## config.mk

```make
export PLATFORM = sky130hd
export DESIGN_NAME = button_event_decoder
export DESIGN_NICKNAME = d
export VERILOG_FILES = /design/src/rtl/button_event_decoder.sv
export SDC_FILE = /design/constraint.sdc
export NUM_CORES = 1
export LEC_CHECK = 0
export BUFFER_PORTS_ARGS = -buffer_cell sky130_fd_sc_hd__buf_2
export CAP_MARGIN = 20
export CORE_AREA = 2 2 73 75
export CTS_BUF_LIST = sky130_fd_sc_hd__clkbuf_2 sky130_fd_sc_hd__clkbuf_4 sky130_fd_sc_hd__clkbuf_8
export DETAILED_ROUTE_END_ITERATION = 8
export DIE_AREA = 0 0 75 77
export MAX_ROUTING_LAYER = met4
export PLACE_DENSITY = 0.68
export SLEW_MARGIN = 20
export SYNTH_ARGS = -nofsm -noshare
export SYNTH_HDL_FRONTEND = slang
export SYNTH_SLANG_ARGS = --single-unit
```

## constraint.sdc

```tcl
create_clock -name clk_i -period 2.9 [get_ports clk_i]
set_input_delay 0.29 -clock clk_i [delete_from_list [all_inputs] [get_ports clk_i]]
set_output_delay 0.29 -clock clk_i [all_outputs]
set_load 0.02 [all_outputs]
```

## src/rtl/button_event_decoder.sv

```systemverilog
// Turns a debounced button level into one-cycle press/release/click/double-click/long-press pulses.
// All outputs are registered, one cycle after the causing sample; no backpressure, one sample per clock.
module button_event_decoder #(
  parameter int LONG_CYCLES   = 50_000_000,
  parameter int DCLICK_CYCLES = 15_000_000
) (
  input  logic clk_i,
  input  logic rst_n_i,
  input  logic level_i,
  output logic held_o,
  output logic press_o,
  output logic release_o,
  output logic click_o,
  output logic double_click_o,
  output logic long_press_o
);

  localparam int MAX_CYCLES = (LONG_CYCLES > DCLICK_CYCLES) ? LONG_CYCLES : DCLICK_CYCLES;
  localparam int CW         = $clog2(MAX_CYCLES + 1);

  localparam logic [CW-1:0] LONG_LAST   = CW'(LONG_CYCLES - 1);
  localparam logic [CW-1:0] DCLICK_LAST = CW'(DCLICK_CYCLES - 1);
  localparam logic [CW-1:0] CNT_ONE     = CW'(1);
  localparam logic [CW-1:0] CNT_MAX     = {CW{1'b1}};

  if (LONG_CYCLES < 2 || DCLICK_CYCLES < 2) begin : g_bad_param
    $error("button_event_decoder: LONG_CYCLES and DCLICK_CYCLES must both be >= 2");
  end

  typedef enum logic [2:0] {
    IDLE,
    PRESSED,
    LONG_HELD,
    WAIT_SECOND,
    SECOND_PRESSED
  } state_t;

  state_t        state_q, state_d;
  logic [CW-1:0] cnt_q, cnt_d;
  logic          held_q, held_d;
  logic          press_q, press_d;
  logic          release_q, release_d;
  logic          click_q, click_d;
  logic          dclick_q, dclick_d;
  logic          long_q, long_d;

  logic          rise, fall;
  logic [CW-1:0] cnt_inc;

  always_comb begin
    state_d   = state_q;
    cnt_d     = cnt_q;
    held_d    = level_i;
    press_d   = 1'b0;
    release_d = 1'b0;
    click_d   = 1'b0;
    dclick_d  = 1'b0;
    long_d    = 1'b0;

    rise    = level_i & ~held_q;
    fall    = ~level_i & held_q;
    cnt_inc = (cnt_q == CNT_MAX) ? cnt_q : cnt_q + CNT_ONE;

    // cnt holds the number of samples already spent in the current high/low phase
    case (state_q)
      IDLE: begin
        if (rise) begin
          press_d = 1'b1;
          cnt_d   = CNT_ONE;
          state_d = PRESSED;
        end
      end
      PRESSED: begin
        if (fall) begin
          release_d = 1'b1;
          cnt_d     = CNT_ONE;
          state_d   = WAIT_SECOND;
        end else if (level_i && cnt_q == LONG_LAST) begin
          long_d  = 1'b1;
          state_d = LONG_HELD;
        end else begin
          cnt_d = cnt_inc;
        end
      end
      LONG_HELD: begin
        if (fall) begin
          release_d = 1'b1;
          state_d   = IDLE;
        end
      end
      WAIT_SECOND: begin
        if (rise) begin
          press_d = 1'b1;
          cnt_d   = CNT_ONE;
          state_d = SECOND_PRESSED;
        end else if (!level_i && cnt_q == DCLICK_LAST) begin
          click_d = 1'b1;
          state_d = IDLE;
        end else begin
          cnt_d = cnt_inc;
        end
      end
      SECOND_PRESSED: begin
        if (fall) begin
          release_d = 1'b1;
          dclick_d  = 1'b1;
          state_d   = IDLE;
        end else if (level_i && cnt_q == LONG_LAST) begin
          // first press is still owed its click; the second one became the long press
          click_d = 1'b1;
          long_d  = 1'b1;
          state_d = LONG_HELD;
        end else begin
          cnt_d = cnt_inc;
        end
      end
      default: state_d = IDLE;
    endcase
  end

  always_ff @(posedge clk_i or negedge rst_n_i) begin
    if (!rst_n_i) begin
      state_q   <= IDLE;
      cnt_q     <= '0;
      held_q    <= 1'b0;
      press_q   <= 1'b0;
      release_q <= 1'b0;
      click_q   <= 1'b0;
      dclick_q  <= 1'b0;
      long_q    <= 1'b0;
    end else begin
      state_q   <= state_d;
      cnt_q     <= cnt_d;
      held_q    <= held_d;
      press_q   <= press_d;
      release_q <= release_d;
      click_q   <= click_d;
      dclick_q  <= dclick_d;
      long_q    <= long_d;
    end
  end

  assign held_o         = held_q;
  assign press_o        = press_q;
  assign release_o      = release_q;
  assign click_o        = click_q;
  assign double_click_o = dclick_q;
  assign long_press_o   = long_q;

endmodule

```

**After elaboration in Yosys (flattened, before gate mapping)**

Cells that the tools add are included.

- $add $sub $neg: 1
- Multipliers: 0
- Divide/modulo/power cells: 0
- $lt $le $gt $ge: 0
- Equal/unequal tests: 12
- Shift operators: 0
- Mux-type cells: 27
- Bitwise logic cells: 4
- Reduce and logical (&&, ||, !) cells: 10

Operators by type and width:

| kind | number |
|---|---|
| $mux W26 | 7 |
| $pmux W26 S4 | 1 |
| $eq A26 B26 Y1 const B | 2 |
| $add A26 B1 Y26 const B | 1 |
| $eq A26 B24 Y1 const B | 1 |
| $mux W3 | 7 |
| $pmux W3 S5 | 1 |
| $mux W1 | 10 |
| $eq A3 B2 Y1 const B | 2 |
| $ne A2 B2 Y1 const B | 3 |
| $ne A3 B3 Y1 const B | 2 |
| $reduce_and A4 Y1 | 1 |
| $reduce_bool A4 Y1 | 1 |
| $reduce_or A2 Y1 | 2 |
| $eq A3 B1 Y1 const B | 1 |
| $eq A3 B3 Y1 const B | 1 |
| $logic_not A3 Y1 | 1 |
| $reduce_and A3 Y1 | 1 |
| $reduce_or A3 Y1 | 1 |
| $and A1 B1 Y1 | 2 |
| $logic_and A1 B1 Y1 | 2 |
| $not A1 Y1 | 2 |
| $pmux W1 S2 | 1 |
| $logic_not A1 Y1 | 1 |

- Register bits after elaboration: 35
- Latch bits: 0
- RAM bits: 0
- ROM bits: 0
- Input bits: 3
- Output and inout port bits: 6
- Logic and storage cells: 62
- Memories: 0

**Longest topological paths before layout**

Gate-level depths: netlist of run 1.

- Depth in word-level cells: 5
- Depth in mapped cells: 8

**Worst setup path after synthesis of run 1**

Ideal clock, no wire load.

- Path type: register to register
- Start: register cnt_q[17]
- End: register cnt_q[5]
- Setup time: 124 ps
- Arrival: 2,286 ps
- Data required time: 2,776 ps
- Setup slack: 490 ps
- Cell stages (with the launch flop): 8
- Clock period less this slack: 2,410 ps
- Path through: dfrtp_1 > buf_6 > or4_1 > or4_4 > o21bai_4 > a21oi_1 > a21o_1 > a211o_1

- Word-level cells in the longest chain between the ends: 5

RTL lines:

| item | RTL line | RTL |
|---|---|---|
| start, declared | 39 | `logic [CW-1:0] cnt_q, cnt_d;` |
| start signal, assigned | 133 | `cnt_q <= cnt_d;` |
| $eq A26 B26 Y1 (on tied branches) | 62, 78, 108 |  |
| $mux W26 / $logic_and A1 B1 Y1 (equally long branches) | 62, 78, 108 |  |
| $mux W26 (on tied branches) | 78, 108, 96 |  |
| $mux W26 (on tied branches) | 104, 74, 92 |  |
| $pmux W26 S4 | 65 | `case (state_q)` |

Several ways; a longest one is shown, not always the timed one. The select of a mux whose other input is x is not followed.
A chain may end at the register's enable or synchronous reset.

**Worst setup path after layout of run 1**

- Start: register cnt_q[10]
- End: register cnt_q[25]

- Word-level cells in the longest chain between the ends: 5

RTL lines:

| item | RTL line | RTL |
|---|---|---|
| $add A26 B1 Y26 (tied with other cells) | 62 | `cnt_inc = (cnt_q == CNT_MAX) ? cnt_q : cnt_q + CNT_ONE;` |
| $mux W26 / $logic_and A1 B1 Y1 (equally long branches) | 62, 78, 108 |  |
| $mux W26 (on tied branches) | 78, 108, 96 |  |
| $mux W26 (on tied branches) | 104, 74, 92 |  |
| $pmux W26 S4 | 65 |  |

Several ways; a longest one is shown, not always the timed one. The select of a mux whose other input is x is not followed.

==> summary.txt, run 1 <==
Status
  – Status: finished clean

Die
  – Area of the core: 4980 µm²
  – I/O pin count: 9
  – Core Rows: 26
  – Initial Util: 48.1%
  – Die X-Extent: 75 µm
  – Area of the die: 5780 µm²
  – Die height: 77 µm

Worst hold path
  – Hold crit path type: primary input to async pin

Final layout
  – Design area: 2680 µm²
  – Fin cells: 368
  – Nets@finish: 301
  – Util after Layout: 53.7%
  – Multi-input logic area: 1420 µm²
  – Antenna diodes: 0
  – Fill cell count: 448
  – Area growth syn-to-layout: 11.8%
  – Most frequent cells in the layout: dfrtp_1, nand2_1, a31oi_1, o21ai_0, buf_4
  – Register area: 876 µm²
  – Most common cell after layout, fill and taps aside: dfrtp_1
  – Layout cells sized above 1: 16.1%

Clock tree
  – Clk pin slew, worst setup/hold paths: 0.07 ns
  – Worst-Skew Late Latency: 0.29 ns
  – Htree depth: 2
  – Clk sinks: 35
  – Max clock buf depth: 2
  – CTS tree: done
  – Cts bufs inserted: 5
  – Post-CTS Hold Fix Bufs: 0
  – Root Driver: clkbuf_8

Route
  – Antenna-violating nets left: 0
  – Post-Route WL: 6340 µm
  – Routed vias: 2368
  – DRT Pass-1 Iters: 5
  – Vias per cell: 6.43
  – Iter 0 DRT Violations: 296
  – DR WL/cell: 17.2 µm
  – DRC viols: 0

STA
  – Clock Skews: 0.00511 ns
  – Hold Fails Final Rpt: 0
  – Max-slew violation count: 0
  – Max Fclk: 0.380 GHz
  – Unrepaired setup endpoints after global routing: false
  – Crit path time final: 2.63 ns
  – Slew headroom: 47.5%
  – Worst Max-Slew Pin Slew: 0.788 ns
  – Crit share post-route: 90.7%
  – Setup Viol. Count Final: 0
  – Setup TNS: 0 ns

Power and ir drop
  – Total power: 1.89 mW
  – VDD IR max: 0.226 mV
  – P_leak: 1.06 nW
  – PD cells: 705 nW/µm²

Setup path
  – CP max FO: 14
  – Critical path's slowest cell: or4_4
  – Worst Path Buf+Inv: 1
  – Worst Path Required: 3.09 ns
  – Critical setup path kind: flop to flop
  – Worst path cell trace: or4_4, or4_4, o21bai_4, a21oi_1, buf_4, a21o_1, a22o_1
  – Crit-path most repeated cell: or4_4
  – Worst Path Arrival: 2.82 ns
  – Worst Setup Start Kind: flop
  – Max incr delay on CP: 0.57 ns
  – CP endpoint kind: flop
  – CP top delay family: simple AND/OR/NAND/NOR gates

Placement
  – PortBufs: 8
  – Final GP Congestion: 0.954
  – Area after DPL: 2550 µm²
  – Cells after DPL: 360
  – Final HPWL DP: 4630 µm

Global routing
  – Global-route wire length before repair: 10600 µm
  – Initial antenna violation count: 0
  – Vias in the first global route: 2092
  – GRT Resource Usage Total: 24.2%
  – Pin count of the biggest net entering global routing: 36
  – GRT Residual Overflow: 0

Flow run
  – Max Cap Violations: 0

Synthesis
  – Post-synth EDFFs: 0
  – FF+latch count, synth: 35
  – Post-Synthesis Cell Area: 2390 µm²
  – Most used DFF post-synth: dfrtp_1
  – Mapped Cells: 282
  – Ys async rst share: 100%
  – Synth unique cells: 59
  – Yosys warning count: 0
  – Sequential area share after synthesis: 36.6%
  – Syn Area/Cell: 8.49 µm²
  – Syn nets: 286
-- state kept, by name, indices dropped and copies added (netlist names) --
register,flops
cnt_q,26
press_o,1
release_o,1
double_click_o,1
state_q,3
held_o,1
long_press_o,1
click_o,1
-- where the power goes --
group	internal (mW)	switching [mW]	total (mW)	leakage (nW)
Sequential	0.538	0.105	0.643	0.479
Clock	0.278	0.184	0.462	0.0612
Combinational	0.297	0.485	0.782	0.516
Total	1.11	0.774	1.89	1.06
-- stage by stage --
| stage | setup WS [ns] | hold WS (ns) |
|---|---|---|
| floorplan | 0.490 | -0.00559 |
| global placement | 0.327 | 0.405 |
| detailed placement | 0.217 | 0.424 |
| CTS | 0.195 | 0.103 |
| global route | 0.164 | 0.139 |
| finish | 0.271 | 0.0743 |
-- routing by layer --
layer	wire (µm)	vias up	part of all wire, %	global-route usage (%)
met4	89	0	1.4	5.18
met5	0	-	0	-
met2	2910	96	46	35.1
met1	2960	1136	47	35.3
li1	-	1124	-	-
met3	385	12	6.1	4.47
-- repair_timing --
item,CTS,global route
setup endpoints to repair,0,2
buffers inserted,0,0
endpoints found under the hold margin,0,0
gates resized for setup,0,1
-- kinds of logic (layout without fill, tap and decap cells) --
logic type,count (synthesis),after routing,share of synthesized area (%)
multiplexers,1,1,0.418
buffers and inverters,19,35,4.18
AND/OR/NAND/NOR,131,131,31.4
XOR/XNOR,2,2,0.732
flip-flops,35,35,36.6
adder cells (fa/ha/maj),1,1,0.523
AO/OA/AOI/OAI,93,93,26.1
-- path summary, 6_finish.rpt --
path / start / endpoint / slack (ns) / depth (start not counted)
setup / recovery: cnt_q[10]$_DFFE_PN0P_ / cnt_q[25]$_DFFE_PN0P_ / 0.27 / 7
hold / removal: rst_n_i / cnt_q[3]$_DFFE_PN0P_ / 0.07 / 1
setup reg to reg: cnt_q[10]$_DFFE_PN0P_ / cnt_q[25]$_DFFE_PN0P_ / 0.27 / 7
max in group asynchronous: rst_n_i / cnt_q[8]$_DFFE_PN0P_ / 2.33 / 1
hold reg to reg: cnt_q[6]$_DFFE_PN0P_ / cnt_q[6]$_DFFE_PN0P_ / 0.55 / 1
min in group clk_i: level_i / held_o$_DFF_PN0_ / 0.22 / 1
-- area by class of cell --
type / instances / share of cell area, %
Tap cell: 70 / 3.27
Multi-Input combinational cell: 228 / 53.2
Clock inverter: 2 / 1.31
Inverter: 3 / 0.421
Sequential cell: 35 / 32.7
Clock buffer: 6 / 3.09
Timing Repair Buffer: 24 / 5.99
-- cell usage after synthesis (4+ instances only) --
cell type   n  share of area [%]
a211oi_1    5                1.6
o21ai_0    17                3.6
nand4_1    15                3.9
nand2b_1    4                1.0
a31oi_1    21                5.5
and2_1      7                1.8
nor3_1      9                1.9
nor2b_1     5                1.3
dfrtp_1    35                 37
clkbuf_1    9                1.4
nand2_1    32                5.0
o31ai_1     6                1.9
a21o_1      6                1.9
nor2_1     15                2.4
nor4_1      5                1.3
nand3_1    12                2.5
a21oi_1    14                2.9
(Power assumes the default switching activity.)
==> run 2, diff against run 1 <==
--- a/config.mk
+++ b/config.mk
@@ -13,6 +13,7 @@
 export DIE_AREA = 0 0 75 77
 export MAX_ROUTING_LAYER = met4
 export PLACE_DENSITY = 0.68
+export SETUP_SLACK_MARGIN = 0.5
 export SLEW_MARGIN = 20
 export SYNTH_ARGS = -nofsm -noshare
 export SYNTH_HDL_FRONTEND = slang
==> summary.txt, run 2 (synthesis results as in run 1) <==
Setup path
  – CP Depth: 6 (was 7)
  – Critical path's slowest cell: or4_4 (unchanged)
  – Reg-to-reg setup timing slack: 0.38 ns (was 0.27 ns)
  – Worst Path Buf+Inv: 0 (was 1)
  – CP max FO: 6 (was 14)
  – CP endpoint kind: flop (unchanged)
  – Worst Path Arrival: 2.71 ns (was 2.82 ns)
  – Critical setup path kind: flop to flop (unchanged)
  – R2R Path Start: cnt_q[13]$_DFFE_PN0P_ (was cnt_q[10]$_DFFE_PN0P_)
  – Reg2reg end: cnt_q[5]$_DFFE_PN0P_ (was cnt_q[25]$_DFFE_PN0P_)
  – Worst Path Required: 3.08 ns (was 3.09 ns)
  – Max incr delay on CP: 0.57 ns (about the same)
  – Worst path cell trace: or4b_1, or4_4, o21bai_4, a21oi_4, a21o_1, a211o_1 (was or4_4, or4_4, o21bai_4, a21oi_1, buf_4, a21o_1, a22o_1)
  – Worst Setup Start Kind: flop (unchanged)
  – CP top delay family: simple AND/OR/NAND/NOR gates (unchanged)
  – Reg2Reg Depth: 6 (was 7)
  – Critical Path Source: cnt_q[13]$_DFFE_PN0P_ (was cnt_q[10]$_DFFE_PN0P_)

STA
  – Unrepaired setup endpoints after global routing: true (was false)
  – Setup ws final: 0.375 ns (was 0.271 ns)
  – Worst Max-Slew Pin Slew: 0.903 ns (was 0.788 ns)
  – Max-slew violation count: 0 (unchanged)
  – Hold Fails Final Rpt: 0 (unchanged)
  – Max Fclk: 0.396 GHz (was 0.380 GHz)
  – Setup Viol. Count Final: 0 (unchanged)
  – Slew headroom: 39.8% (was 47.5%)
  – Hold WS: 0.0669 ns (was 0.0743 ns)
  – Clock Skews: 0.0130 ns (was 0.00511 ns)
  – Setup TNS: 0 ns (unchanged)
  – Crit share post-route: 87.1% (was 90.7%)
  – Crit path time final: 2.52 ns (was 2.63 ns)

Clock tree
  – Cts bufs inserted: 5 (unchanged)
  – Clk sinks: 35 (unchanged)
  – Max clock buf depth: 2 (unchanged)
  – Worst-Skew Late Latency: 0.30 ns (was 0.29 ns)
  – Htree depth: 2 (unchanged)
  – CTS tree: done (unchanged)
  – Root Driver: clkbuf_8 (unchanged)
  – Clk pin slew, worst setup/hold paths: 0.08 ns (was 0.07 ns)

Die
  – Die height: 77 µm (unchanged)
  – Die X-Extent: 75 µm (unchanged)
  – I/O pin count: 9 (unchanged)
  – Area of the core: 4980 µm² (unchanged)
  – Core Rows: 26 (unchanged)
  – Initial Util: 48.1% (unchanged)
  – Area of the die: 5780 µm² (unchanged)

Final layout
  – Fill cell count: 414 (was 448)
  – Most frequent cells in the layout: dfrtp_1, nand2_1, buf_4, a31oi_1 (was dfrtp_1, nand2_1, a31oi_1, o21ai_0, buf_4)
  – Top reg by flops: cnt_q (unchanged)
  – Antenna diodes: 0 (unchanged)
  – Layout cells sized above 1: 28.9% (was 16.1%)
  – Fin cells: 388 (was 368)
  – Area growth syn-to-layout: 25.5% (was 11.8%)
  – Nets@finish: 323 (was 301)
  – Max FFs per register: 26 (unchanged)
  – Util after Layout: 60.4% (was 53.7%)
  – Biggest regs: cnt_q: 26 flops, state_q: 3 flops (unchanged)
  – Design area: 3000 µm² (was 2680 µm²)
  – Most common cell after layout, fill and taps aside: dfrtp_1 (unchanged)

Status
  – Status: finished clean (unchanged)

Power and ir drop
  – Internal Power: 1.18 mW (was 1.11 mW)
  – Switching share of power: 44.7% (was 41.0%)
  – Comb power frac: 54.5% (was 41.4%)
  – VDD IR max: 0.279 mV (was 0.226 mV)
  – Sequential fraction of design power: 29.9% (was 34.1%)
  – Clk pwr share: 15.6% (was 24.5%)
  – Total power: 2.14 mW (was 1.89 mW)
  – Net Switching: 0.958 mW (was 0.774 mW)
  – P_leak: 1.17 nW (was 1.06 nW)
  – PD cells: 713 nW/µm² (was 705 nW/µm²)

Route
  – Post-Route WL: 7580 µm (was 6340 µm)
  – Iter 0 DRT Violations: 351 (was 296)
  – DRC viols: 0 (unchanged)
  – DRT Pass-1 Iters: 5 (unchanged)
  – Vias per cell: 6.76 (was 6.43)
  – Antenna-violating nets left: 0 (unchanged)
  – DR WL/cell: 19.5 µm (was 17.2 µm)
  – Routed vias: 2623 (was 2368)

Placement
  – PortBufs: 8 (unchanged)
  – Final HPWL DP: 4640 µm (was 4630 µm)
  – Cells after DPL: 361 (was 360)
  – Area after DPL: 2560 µm² (was 2550 µm²)
  – Pre-CTS setup slack: 0.254 ns (was 0.217 ns)
  – Final GP Congestion: 0.955 (was 0.954)

Global routing
  – Initial antenna violation count: 0 (unchanged)
  – Global-route wire length before repair: 11600 µm (was 10600 µm)
  – Vias in the first global route: 2279 (was 2092)
  – Pin count of the biggest net entering global routing: 36 (unchanged)
  – GRT Resource Usage Total: 26.8% (was 24.2%)
  – GRT Residual Overflow: 0 (unchanged)

Flow run
  – Max Cap Violations: 0 (unchanged)

Worst hold path
  – Hold crit path type: primary input to async pin (unchanged)
run 2: how the worst max path moves through the flow:
stage / endpoint
6_report: cnt_q[5]$_DFFE_PN0P_
4_1_cts: cnt_q[6]$_DFFE_PN0P_
2_1_floorplan: cnt_q[0]$_DFFE_PN0P_
3_3_place_gp: cnt_q[6]$_DFFE_PN0P_
5_1_grt: cnt_q[5]$_DFFE_PN0P_
3_5_place_dp: cnt_q[6]$_DFFE_PN0P_
run 2: layout make-up:
cell class | instances | area (µm²) | share of cell area (%)
Sequential cell | 35 | 878 | 29.2
Tap cell | 70 | 87.6 | 2.92
Clock buffer | 6 | 76.3 | 2.54
Multi-Input combinational cell | 230 | 1620 | 53.9
Timing Repair Buffer | 44 | 330 | 11.0
Inverter | 3 | 11.3 | 0.375
run 2: metal layers:
metal  track usage (%)  part of all wire [%]  up-vias
li1                  -                     -     1162
met1              37.9                    41     1238
met2              36.0                    43      179
met3              6.83                    11       44
met4              11.4                   4.7        0
met5                 -                     0        -
run 2: power groups by stage:
| stage | Sequential [mW] | Clock [mW] | Combinational (mW) |
|---|---|---|---|
| 6_report | 0.642 | 0.334 | 1.17 |
| 4_1_cts | 0.632 | 0.344 | 0.979 |
| 2_1_floorplan | 0.606 | 0 | 0.628 |
| 3_3_place_gp | 0.637 | 0 | 0.767 |
| 3_5_place_dp | 0.640 | 0 | 0.772 |
| 5_1_grt | 0.651 | 0.369 | 1.22 |
run 2: worst reg2reg max path, stage by stage (launching register included):
cell and delay (ns):
dfrtp_1 0.47, or4b_1 0.46, or4_4 0.57, o21bai_4 0.27
a21oi_4 0.15, a21o_1 0.19, a211o_1 0.29
run 2: what timing repair did:
item	4_1_cts	5_1_grt
hold endpoints to repair	0	0
gates cloned	3	1
endpoints found under the setup margin	25	27
setup buffers	13	4
gates resized for setup	21	26
pin swaps	15	12
hold buffers	0	0
==> run 3, diff against run 2 <==
--- a/config.mk
+++ b/config.mk
@@ -12,7 +12,7 @@
 export DETAILED_ROUTE_END_ITERATION = 8
 export DIE_AREA = 0 0 75 77
 export MAX_ROUTING_LAYER = met4
-export PLACE_DENSITY = 0.68
+export PLACE_DENSITY = 0.64
 export SETUP_SLACK_MARGIN = 0.5
 export SLEW_MARGIN = 20
 export SYNTH_ARGS = -nofsm -noshare
==> summary.txt, run 3 (synthesis results as in run 1) <==
Power and ir drop
  – PD cells: 733 nW/µm² (was 713 nW/µm²)
  – Sequential fraction of design power: 28.9% (was 29.9%)
  – Comb power frac: 49.8% (was 54.5%)
  – Net Switching: 0.939 mW (was 0.958 mW)
  – Switching share of power: 42.4% (was 44.7%)
  – Clk pwr share: 21.2% (was 15.6%)
  – P_leak: 1.18 nW (was 1.17 nW)
  – Internal Power: 1.27 mW (was 1.18 mW)
  – VDD IR max: 0.462 mV (was 0.279 mV)

Flow run
  – Max Cap Violations: 0 (unchanged)

STA
  – Slew headroom: 45.0% (was 39.8%)
  – Hold Fails Final Rpt: 0 (unchanged)
  – Crit path time final: 2.45 ns (was 2.52 ns)
  – Crit share post-route: 84.6% (was 87.1%)
  – Worst Max-Slew Pin Slew: 0.824 ns (was 0.903 ns)
  – Unrepaired setup endpoints after global routing: true (unchanged)
  – Max-slew violation count: 0 (unchanged)
  – Setup ws final: 0.446 ns (was 0.375 ns)
  – Setup TNS: 0 ns (unchanged)
  – Setup Viol. Count Final: 0 (unchanged)
  – Max Fclk: 0.408 GHz (was 0.396 GHz)
  – Clock Skews: 0.00658 ns (was 0.0130 ns)

Final layout
  – Most common cell after layout, fill and taps aside: dfrtp_1 (unchanged)
  – Nets@finish: 320 (was 323)
  – Fill cell count: 427 (was 414)
  – Antenna diodes: 0 (unchanged)
  – Biggest regs: cnt_q: 26 flops, state_q: 3 flops (unchanged)
  – Area growth syn-to-layout: 26.0% (was 25.5%)
  – Top reg by flops: cnt_q (unchanged)
  – Max FFs per register: 26 (unchanged)
  – Layout cells sized above 1: 28.1% (was 28.9%)
  – Most frequent cells in the layout: dfrtp_1, nand2_1, buf_4, a31oi_1, nand4_1 (was dfrtp_1, nand2_1, buf_4, a31oi_1)

Route
  – Iter 0 DRT Violations: 463 (was 351)
  – Top routing layer used: met4 (unchanged)
  – Post-Route WL: 7540 µm (was 7580 µm)
  – DR WL/cell: 19.5 µm (about the same)
  – Vias per cell: 6.58 (was 6.76)
  – DR WL met2: 3480 µm (was 3300 µm)
  – Antenna-violating nets left: 0 (unchanged)
  – DRT Pass-1 Iters: 5 (unchanged)
  – DRC viols: 0 (unchanged)
  – WL met3: 656 µm (was 828 µm)
  – M1 WL: 3170 µm (was 3100 µm)
  – Routed vias: 2546 (was 2623)

Placement
  – Final HPWL DP: 4640 µm (about the same)
  – PortBufs: 8 (unchanged)
  – Final GP Congestion: 0.951 (was 0.955)
  – Pre-CTS setup slack: 0.171 ns (was 0.254 ns)

Setup path
  – CP endpoint kind: flop (unchanged)
  – Critical path's slowest cell: or4_4 (unchanged)
  – Critical setup path kind: flop to flop (unchanged)
  – Worst Path Required: 3.08 ns (about the same)
  – Max incr delay on CP: 0.59 ns (was 0.57 ns)
  – Crit-path most repeated cell: a211o_1
  – Worst Setup Start Kind: flop (unchanged)
  – CP max FO: 4 (was 6)
  – CP top delay family: simple AND/OR/NAND/NOR gates (unchanged)
  – Worst Path Arrival: 2.64 ns (was 2.71 ns)
  – Worst path cell trace: or4b_4, or4_4, o21bai_4, a211o_1, nor3_1, a211o_1 (was or4b_1, or4_4, o21bai_4, a21oi_4, a21o_1, a211o_1)
  – Worst Path Buf+Inv: 0 (unchanged)

Die
  – Die height: 77 µm (unchanged)
  – I/O pin count: 9 (unchanged)
  – Initial Util: 48.1% (unchanged)
  – Die X-Extent: 75 µm (unchanged)
  – Area of the die: 5780 µm² (unchanged)
  – Core Rows: 26 (unchanged)
  – Area of the core: 4980 µm² (unchanged)

Global routing
  – Vias in the first global route: 2242 (was 2279)
  – Pin count of the biggest net entering global routing: 36 (unchanged)
  – Initial antenna violation count: 0 (unchanged)
  – Global-route wire length before repair: 11500 µm (was 11600 µm)
  – GRT Resource Usage Total: 26.9% (was 26.8%)
  – GRT Residual Overflow: 0 (unchanged)

Status
  – Status: finished clean (unchanged)

Clock tree
  – Max clock buf depth: 2 (unchanged)
  – Worst-Skew Late Latency: 0.30 ns (about the same)
  – Clk pin slew, worst setup/hold paths: 0.08 ns (about the same)
  – Htree depth: 2 (unchanged)
  – CTS tree: done (unchanged)
  – Clk sinks: 35 (unchanged)
  – Post-CTS Hold Fix Bufs: 0 (unchanged)
  – Root Driver: clkbuf_8 (unchanged)
  – Cts bufs inserted: 5 (unchanged)

Worst hold path
  – Hold crit path type: primary input to async pin (unchanged)
## run 3: through the flow
step	power, mW	util [%]	instances	hold WS, ns	area, µm²
after floorplan	1.23	-	282	-0.00559	2400
after global placement	1.42	51.4	360	0.429	2560
after detailed placement	1.43	51.4	360	0.432	2560
after CTS	2.10	57.2	381	0.114	2850
after global routing	2.34	60.6	387	0.141	3020
final	2.21	60.6	387	0.0606	3020
## run 3: final cells by class
| class | count | area (µm²) | share of cell area, % |
|---|---|---|---|
| multi-input combinational | 230 | 1620 | 53.6 |
| sequential | 35 | 878 | 29.1 |
| timing repair buffer | 41 | 304 | 10.1 |
| tap | 70 | 87.6 | 2.90 |
| clock buffer | 6 | 82.6 | 2.74 |
| clock inverter | 2 | 35.0 | 1.16 |
| inverter | 3 | 11.3 | 0.373 |
## run 3: path summary, 6_finish.rpt
path                                  startpoint                    end  slack (ns)  depth (start not counted)
setup reg to reg           cnt_q[12]$_DFFE_PN0P_   cnt_q[5]$_DFFE_PN0P_        0.45                          6
hold / removal                           rst_n_i      click_o$_DFF_PN0_        0.06                          1
hold reg to reg            cnt_q[13]$_DFFE_PN0P_  cnt_q[13]$_DFFE_PN0P_        0.58                          1
min in group clk_i                       level_i       held_o$_DFF_PN0_        0.22                          1
max in group asynchronous                rst_n_i  cnt_q[13]$_DFFE_PN0P_        2.30                          1
setup / recovery           cnt_q[12]$_DFFE_PN0P_   cnt_q[5]$_DFFE_PN0P_        0.45                          6
## run 3: power by group through the flow
| stage | logic, mW | clock network (mW) | registers (mW) |
|---|---|---|---|
| 6_report | 1.10 | 0.470 | 0.640 |
| 5_1_grt | 1.18 | 0.504 | 0.648 |
| 4_1_cts | 0.990 | 0.476 | 0.630 |
| 3_5_place_dp | 0.790 | 0 | 0.637 |
| 3_3_place_gp | 0.786 | 0 | 0.637 |
| 2_1_floorplan | 0.628 | 0 | 0.606 |
## run 3: metal layers
metal | vias to the layer above | GRT usage, %
met5 | - | -
met4 | 0 | 11.1
met2 | 146 | 35.7
met3 | 20 | 5.65
li1 | 1162 | -
met1 | 1218 | 39.3
## run 3: repair_timing
item / 4_1_cts / 5_1_grt
resized for setup: 12 / 27
pin swaps: 8 / 16
buffers inserted: 12 / 5
endpoints found under the setup margin: 25 / 26
gates cloned: 1 / 1
